[config.mk]
export PLATFORM = sky130hd
export DESIGN_NAME = fir_3path_serializer
export DESIGN_NICKNAME = d
export VERILOG_FILES = /design/src/rtl/fir_3path_serializer.sv
export SDC_FILE = /design/constraint.sdc
export NUM_CORES = 1
export LEC_CHECK = 0
export ABC_CLOCK_PERIOD_IN_PS = 3900
export CAP_MARGIN = 15
export CORE_UTILIZATION = 51
export DETAILED_ROUTE_END_ITERATION = 10
export PLACE_DENSITY = 0.71
export SLEW_MARGIN = 40
export SYNTH_ARGS = -nofsm -noshare
export SYNTH_HDL_FRONTEND = slang
export SYNTH_SLANG_ARGS = --single-unit
[constraint.sdc]
create_clock -name clk -period 3.9 [get_ports clk]
set_clock_uncertainty 0.15 [all_clocks]
set_input_delay 0.39 -clock clk [delete_from_list [all_inputs] [get_ports clk]]
set_output_delay 0.39 -clock clk [all_outputs]
set_load 0.02 [all_outputs]
[src/rtl/fir_3path_serializer.sv]
// fir_3path_serializer
//
// Output-side companion of the 3-parallel FIR. It accepts one group of three
// parallel results per handshake. Each lane is quantized on write: the lane
// is rounded half-up, arithmetically shifted right by SHIFT, and saturated to
// OUT_W bits. Groups are kept in a small first-word-fall-through group FIFO.
// They leave as a single-rate stream, y0 then y1 then y2.
//
// Ports
//   clk         clock, all state on the rising edge
//   rst         asynchronous active-high reset
//   in_valid    group y0/y1/y2 present
//   in_ready    group FIFO has room for one more group
//   y0,y1,y2    signed parallel results, y0 oldest
//   out_valid   out_data holds a sample
//   out_ready   downstream accepts out_data
//   out_data    quantized signed sample
//   out_lane    source lane of out_data (0,1,2)
//   fifo_level  groups currently stored (head group counts until its lane 2 leaves)
//   sat_sticky  some accepted sample saturated since reset

module fir_3path_serializer #(
    parameter int IN_W  = 32,
    parameter int OUT_W = 16,
    parameter int SHIFT = 15,
    parameter int DEPTH = 4
) (
    input  logic                         clk,
    input  logic                         rst,
    input  logic                         in_valid,
    output logic                         in_ready,
    input  logic signed [IN_W-1:0]       y0,
    input  logic signed [IN_W-1:0]       y1,
    input  logic signed [IN_W-1:0]       y2,
    output logic                         out_valid,
    input  logic                         out_ready,
    output logic        [OUT_W-1:0]      out_data,
    output logic        [1:0]            out_lane,
    output logic [$clog2(DEPTH+1)-1:0]   fifo_level,
    output logic                         sat_sticky
);

    localparam int PW = $clog2(DEPTH);
    localparam int LW = $clog2(DEPTH+1);

    // Clamp limits, expressed in the IN_W+1 bit working width
    localparam logic signed [IN_W:0] Q_MAX =
        $signed({{(IN_W-OUT_W+2){1'b0}}, {(OUT_W-1){1'b1}}});
    localparam logic signed [IN_W:0] Q_MIN =
        $signed({{(IN_W-OUT_W+2){1'b1}}, {(OUT_W-1){1'b0}}});

    logic [PW-1:0]        wr_ptr_reg;
    logic [PW-1:0]        rd_ptr_reg;
    logic [LW-1:0]        level_reg;
    logic [1:0]           lane_reg;
    logic                 sat_reg;
    logic [3*OUT_W-1:0]   mem_reg [DEPTH];

    logic signed [IN_W-1:0] y_arr [3];
    logic [OUT_W-1:0]       q_arr [3];
    logic [2:0]             sat_lane;
    logic [3*OUT_W-1:0]     q_word;
    logic [3*OUT_W-1:0]     head_word;
    logic                   push;
    logic                   beat;
    logic                   pop;

    assign y_arr[0] = y0;
    assign y_arr[1] = y1;
    assign y_arr[2] = y2;

    // Per-lane quantizer: round half-up, shift, saturate
    generate
        for (genvar gi = 0; gi < 3; gi++) begin : g_lane
            logic signed [IN_W:0] ext;
            logic signed [IN_W:0] t;

            assign ext = {y_arr[gi][IN_W-1], y_arr[gi]};

            if (SHIFT > 0) begin : g_rnd
                localparam logic signed [IN_W:0] RND =
                    (IN_W+1)'(64'(1) << (SHIFT - 1));
                // ext + RND cannot overflow the extra guard bit
                assign t = (ext + RND) >>> SHIFT;
            end else begin : g_pass
                assign t = ext;
            end

            assign sat_lane[gi] = (t > Q_MAX) || (t < Q_MIN);
            assign q_arr[gi]    = (t > Q_MAX) ? Q_MAX[OUT_W-1:0] :
                                  (t < Q_MIN) ? Q_MIN[OUT_W-1:0] :
                                                t[OUT_W-1:0];
        end
    endgenerate

    // Lane 0 occupies the low bits of a stored group word
    assign q_word = {q_arr[2], q_arr[1], q_arr[0]};

    assign in_ready  = (level_reg != LW'(DEPTH));
    assign out_valid = (level_reg != '0);
    assign push      = in_valid && in_ready;
    assign beat      = out_valid && out_ready;
    assign pop       = beat && (lane_reg == 2'd2);

    // First-word-fall-through: the head group is read combinationally so
    // lane 0 appears on the cycle right after the accepting edge.
    assign head_word = mem_reg[rd_ptr_reg];

    always_comb begin
        out_data = head_word[OUT_W-1:0];
        unique case (lane_reg)
            2'd1:    out_data = head_word[2*OUT_W-1:OUT_W];
            2'd2:    out_data = head_word[3*OUT_W-1:2*OUT_W];
            default: out_data = head_word[OUT_W-1:0];
        endcase
    end

    assign out_lane   = lane_reg;
    assign fifo_level = level_reg;
    assign sat_sticky = sat_reg;

    // Storage has no reset; stale contents are unreachable once pointers clear
    always_ff @(posedge clk) begin
        if (push) begin
            mem_reg[wr_ptr_reg] <= q_word;
        end
    end

    always_ff @(posedge clk or posedge rst) begin
        if (rst) begin
            wr_ptr_reg <= '0;
            rd_ptr_reg <= '0;
            level_reg  <= '0;
            lane_reg   <= 2'd0;
            sat_reg    <= 1'b0;
        end else begin
            if (push) begin
                wr_ptr_reg <= wr_ptr_reg + PW'(1);
                if (|sat_lane) begin
                    sat_reg <= 1'b1;
                end
            end
            if (pop) begin
                rd_ptr_reg <= rd_ptr_reg + PW'(1);
            end
            if (beat) begin
                lane_reg <= (lane_reg == 2'd2) ? 2'd0 : lane_reg + 2'd1;
            end
            // Simultaneous push and pop leave the level unchanged
            if (push && !pop) begin
                level_reg <= level_reg + LW'(1);
            end else if (pop && !push) begin
                level_reg <= level_reg - LW'(1);
            end
        end
    end

endmodule

# Yosys cells after proc, flatten, opt, wreduce, memory -nomap -nowiden
# Memory sizes are Yosys's and may differ from the RTL's.
# Cells that the tools add are included.
# Widths: inputs -> output; s select.
[totals]
register_bits = 10
mem_bits_rw = 192
input_bits = 100
output_inout_bits = 24
elab_cells = 49
mem_count = 1
[memory_table]
columns = ["memory", "words", "width", "read_ports", "rd_clocked_by_memory_dff", "wr", "line", "source"]
rows = [
  ["mem_reg", 4, 48, 1, 0, 1, "57", "logic [3*OUT_W-1:0] mem_reg [DEPTH];"],
]
[op_classes]
addsub = 8
n_lt_le_gt_ge = 6
eq_ne = 3
muxes = 12
reduce_logical = 14
[ops]
columns = ["operator", "count"]
rows = [
  ["$add 32x16->33 const B", 3],
  ["$mux 16", 6],
  ["$gt 18x16->1 const B", 3],
  ["$lt 18x16->1 const B", 3],
  ["$pmux 16 s2", 1],
  ["$add 2x1->2 const B", 3],
  ["$mux 3", 2],
  ["$logic_and 1x1->1", 5],
  ["$add 3x1->3 const B", 1],
  ["$logic_or 1x1->1", 3],
  ["$ne 3x3->1 const B", 1],
  ["$reduce_bool 3->1", 1],
  ["$reduce_or 3->1", 1],
  ["$sub 3x1->3 const B", 1],
  ["$eq 2x1->1 const B", 1],
  ["$eq 2x2->1 const B", 1],
  ["$logic_not 1->1", 2],
  ["$mux 1", 2],
  ["$mux 2", 1],
  ["$reduce_and 2->1", 1],
  ["$reduce_bool 2->1", 1],
]

# Longest topological paths before layout
# Gate-level depths: netlist of run 1.
[logic_depth]
word_depth = 6
ltp_mapped = 10
depth_no_buf = 9

# Least setup slack after synthesis of run 1
# OpenSTA, ideal clock, no wires.
[synth_timing]
kind = "flip-flop to flip-flop"
from = "register level_reg[0] (netlist: fifo_level[0])"
to = "memory mem_reg[1][0] (netlist bit), enable pin"
setup_ns = 0.411
arrival_ns = 2.051
t_required_ns = 3.339
slack_ns = 1.288
path_stages_with_launch = 4
path_buffers = 0
synth_period_minus_slack_ns = 2.612
path_cell_list = "dfrtp_1 -> nor2_1 -> nand2_1 -> and3_1"
[synth_between]
elab_chain_cells = 4
[synth_rtl]
columns = ["item", "line", "source"]
rows = [
  ["start: declaration", "54", "logic [LW-1:0] level_reg;"],
  ["start signal: assignment", "151", "level_reg <= level_reg + LW'(1);"],
  ["start signal: assignment", "153", "level_reg <= level_reg - LW'(1);"],
  ["$ne 3x3->1", "99", "assign in_ready = (level_reg != LW'(DEPTH));"],
  ["named net in_ready", "31", "output logic in_ready,"],
  ["$logic_and 1x1->1", "101", "assign push = in_valid && in_ready;"],
  ["$mux 1", "124", "if (push) begin"],
  ["$mux 1 (not written as such)", "125", "mem_reg[wr_ptr_reg] <= q_word;"],
  ["end: declaration", "57", ""],
]
# The timed path passes the listed nets, and every way through them passes these cells.

# Final worst setup path of run 1
[layout_timing]
from = "register rd_ptr_reg[0]"
to = "output out_data[0]"
[layout_between]
elab_chain_cells = 2
[layout_rtl]
columns = ["item", "line", "source"]
rows = [
  ["start: declaration", "53", "logic [PW-1:0] rd_ptr_reg;"],
  ["start signal: assignment", "144", "rd_ptr_reg <= rd_ptr_reg + PW'(1);"],
  ["$mem_v2 4x48", "--", ""],
  ["$pmux 16 s2", "111", "unique case (lane_reg)"],
  ["end: declaration", "37", "output logic [OUT_W-1:0] out_data,"],
]
# No other way between the ends.

==> impl_metrics.env, run 1 <==
export IMPL_synth_simple_area_share=0.07036
export IMPL_dpl_cell_area_mm2=0.01030
export IMPL_die_area_mm2=0.01850
export IMPL_placed_cells=868
export IMPL_p_sw_frac=0.3275
export IMPL_tns_ns=0
export IMPL_r2r_start="out_lane[0]$_DFFE_PP0P_"
export IMPL_worstSkewPairLatency_ns=0.49
export IMPL_portBuffers=81
export IMPL_max_vdd_ir_drop_mv=0.8563
export IMPL_ys_seq_area_frac=0.6568
export IMPL_synth_area_leaders="edfxtp_1, mux4_2, xor2_1"
export IMPL_p_int_mw=5.406
export IMPL_cts_tree="built"
export IMPL_synth_top_family_by_area="multiplexers"
export IMPL_cts_hold_buffers_added=0
export IMPL_antenna_left=0
export IMPL_grt_pass1_wl_um=30130
export IMPL_synth_ff_type="edfxtp_1"
export IMPL_cp_startpoint="rd_ptr_reg[0]$_DFFE_PP0P_"
export IMPL_synthMostInstantiatedCell="edfxtp_1"
export IMPL_async_reset_ff_frac=0.04950
export IMPL_final_cells=905
export IMPL_fmax_ghz=0.2782
export IMPL_ys_seq_elements=202
export IMPL_synth_top_area_cell="edfxtp_1"
export IMPL_rsz0062_at_grt="false"
export IMPL_gp_congestion=0.8130
export IMPL_cp_slowest_cell="dfrtp_2"
export IMPL_core_area_mm2=0.01742
export IMPL_synthAdderAreaFrac=0.01858
export IMPL_slew_headroom=0.4678
export IMPL_start_kind="flop"
export IMPL_synth_mux_area_frac=0.1228
export IMPL_hold_viol=0
export IMPL_die_x_um=136.0
export IMPL_grt_pass1_vias=5349
export IMPL_drtIter0Drc=419
export IMPL_seqCellArea_mm2=0.006018
export IMPL_slew_violations=0
export IMPL_vias_per_cell=5.997
export IMPL_synth_warnings=0
export IMPL_wl_per_cell_um=21.77
export IMPL_multi_input_area_mm2=0.002980
export IMPL_wirelength_um=19700
export IMPL_io_pins=124
export IMPL_drive_above_1_share=0.1809
export IMPL_final_area_mm2=0.01099
export IMPL_grt_antenna_before_repair=0
export IMPL_p_sw_mw=2.633
export IMPL_fillers=1256
export IMPL_rows=48
export IMPL_synthXorXnorAreaFrac=0.04590
export IMPL_grtUsageTotal=0.2205
export IMPL_synth_top_area_share=0.6295
export IMPL_drv_cap=0
export IMPL_cts_made_buffers=21
export IMPL_cts_resized=0
export IMPL_cts_sinks=202
export IMPL_synth_commonest_cells="edfxtp_1, o21ai_0, mux4_2"
export IMPL_path_clk_slew_ns=0.06
export IMPL_cts_buffer_depth=3
export IMPL_power_frac_seq=0.387
export IMPL_layout_nets=779
export IMPL_die_y_um=136.0
export IMPL_layout_min_cycle_time_ns=3.594
export IMPL_grt_max_degree=33
export IMPL_layout_worst_path_cycle_share=0.9215
export IMPL_power_leakage_nw=3.592
export IMPL_max_stage_delay_ns=0.68
export IMPL_power_density_mw_per_mm2=731.3
export IMPL_initial_utilization=0.5259
export IMPL_path_cells="buf_4 -> mux4_2 -> a22oi_1 -> a21oi_1 -> clkdlybuf4s50_1"
export IMPL_critical_path_peak_fanout=15
export IMPL_cts_setup_buffers=0
export IMPL_drc=0
export IMPL_cts_htree_levels=1
export IMPL_synth_edf_count=192
export IMPL_crit_type="reg2out"
export IMPL_first_pass_iters=5
export IMPL_syn2layout_area_growth_pct=20.01
export IMPL_outcome="finished clean"
export IMPL_synth_compound_area_share=0.06653
export IMPL_route_vias_total=5427
export IMPL_place_hpwl_um=13680
export IMPL_worstHoldPathType="in2async"
export IMPL_avgSynthCellArea_um2=15.98
export IMPL_cts_root_buf="clkbuf_16"
export IMPL_syn_nets=686
export IMPL_gr_total_overflow=0
export IMPL_largest_reg_flops=192
export IMPL_netlist_area_mm2=0.009159
export IMPL_cp_end_kind="output port"
export IMPL_worst_slew_pin_slew_ns=0.7982
export IMPL_clockPowerShare=0.241
export IMPL_syn_inst=573
export IMPL_critPathRequiredTime_ns=3.36
export IMPL_fin_util=0.6311
export IMPL_pwr_share_comb=0.373
export IMPL_synth_distinct_cells=52
export IMPL_num_antenna_cells=0
export IMPL_crit_arrival_ns=3.05
export IMPL_setup_viol=0
## power groups by stage
stage / sequential, mW / combinational [mW] / clock (mW)
2_1_floorplan: 3.07 / 1.82 / 0
6_report: 3.11 / 3.00 / 1.93
5_1_grt: 3.15 / 3.18 / 2.04
3_5_place_dp: 3.16 / 3.01 / 0
4_1_cts: 3.12 / 3.03 / 1.96
3_3_place_gp: 3.12 / 2.97 / 0
## area by class of cell
type	count	share of cell area
clock buffers	24	0.05361
clock inverters	13	0.009220
inverters	12	0.004098
multi-input cells	331	0.2711
flip-flops and latches	202	0.5475
well taps	225	0.02561
repair buffers	98	0.08879
## critical path, delay by kind of cell, from the launching register on
kind / cells / cell delay (ns)
AO/OA/AOI/OAI: 2 / 0.31
multiplexers: 1 / 0.57
flip-flops: 1 / 0.68
buffers and inverters: 2 / 0.99
## per-layer routing
layer | global-route usage | up-vias | wire length, µm
met1 | 0.3090 | 2743 | 8185
met5 | 0 | - | 0
met4 | 0.05864 | 0 | 276
met3 | 0.02349 | 24 | 1280
met2 | 0.3691 | 196 | 9960
li1 | - | 2464 | -
## through the flow
step                setup WS, ns  power [mW]  hold WS [ns]
detailed placement        0.4639       6.172        0.3922
global placement          0.5926       6.092        0.3455
floorplan                  1.288       4.890       0.08018
CTS                       0.2071       8.107       0.04164
global route              0.1440       8.369       0.07169
finish                    0.3060       8.039       0.03889
## kinds of logic after synthesis
family / after synthesis
mux: 52
simple gates: 115
flops: 202
compound gates: 103
fa+ha+maj: 13
buf+inv: 40
xor+xnor: 48
## path summary, 6_finish.rpt
path | end | slack (ns) | cells past startpoint
setup / recovery | out_data[0] | 0.31 | 5
hold / removal | fifo_level[2]$_DFFE_PP0P_ | 0.04 | 2
setup reg to reg | fifo_level[1]$_DFFE_PP0P_ | 1.19 | 7
hold reg to reg | fifo_level[2]$_DFFE_PP0P_ | 0.39 | 1
max in group asynchronous | rd_ptr_reg[1]$_DFFE_PP0P_ | 3.25 | 2
min in group clk | fifo_level[2]$_DFFE_PP0P_ | 0.39 | 1
## cell usage in the layout, fill, tap and decap left out, drive strengths merged, types with 2 or more instances in the layout
| master | instances |
|---|---|
| and2 | 2 |
| clkdlybuf4s50 | 81 |
| a21oi | 24 |
| ha | 12 |
| clkbuf | 24 |
| dfrtp | 10 |
| nand2 | 21 |
| nand4 | 14 |
| a22oi | 17 |
| xor2 | 29 |
| xnor2 | 19 |
| clkinv | 10 |
| o21ai | 50 |
| inv | 13 |
| mux4 | 48 |
| buf | 17 |
| nand3 | 19 |
| nor3 | 5 |
| and4 | 6 |
| a21boi | 2 |
| and3 | 10 |
| mux2 | 3 |
| nor2 | 30 |
| edfxtp | 192 |
| o311ai | 2 |
Note: power is estimated with default switching activity, not from simulation.
==> run 2, diff against run 1 <==
--- a/config.mk
+++ b/config.mk
@@ -8,6 +8,7 @@
 export ABC_CLOCK_PERIOD_IN_PS = 3900
 export CAP_MARGIN = 15
 export CORE_UTILIZATION = 51
+export CTS_CLUSTER_DIAMETER = 80
 export DETAILED_ROUTE_END_ITERATION = 10
 export PLACE_DENSITY = 0.71
 export SLEW_MARGIN = 40
==> results of run 2 <==
Same layout as run 1: the final DEF is identical, and so are final timing and power.
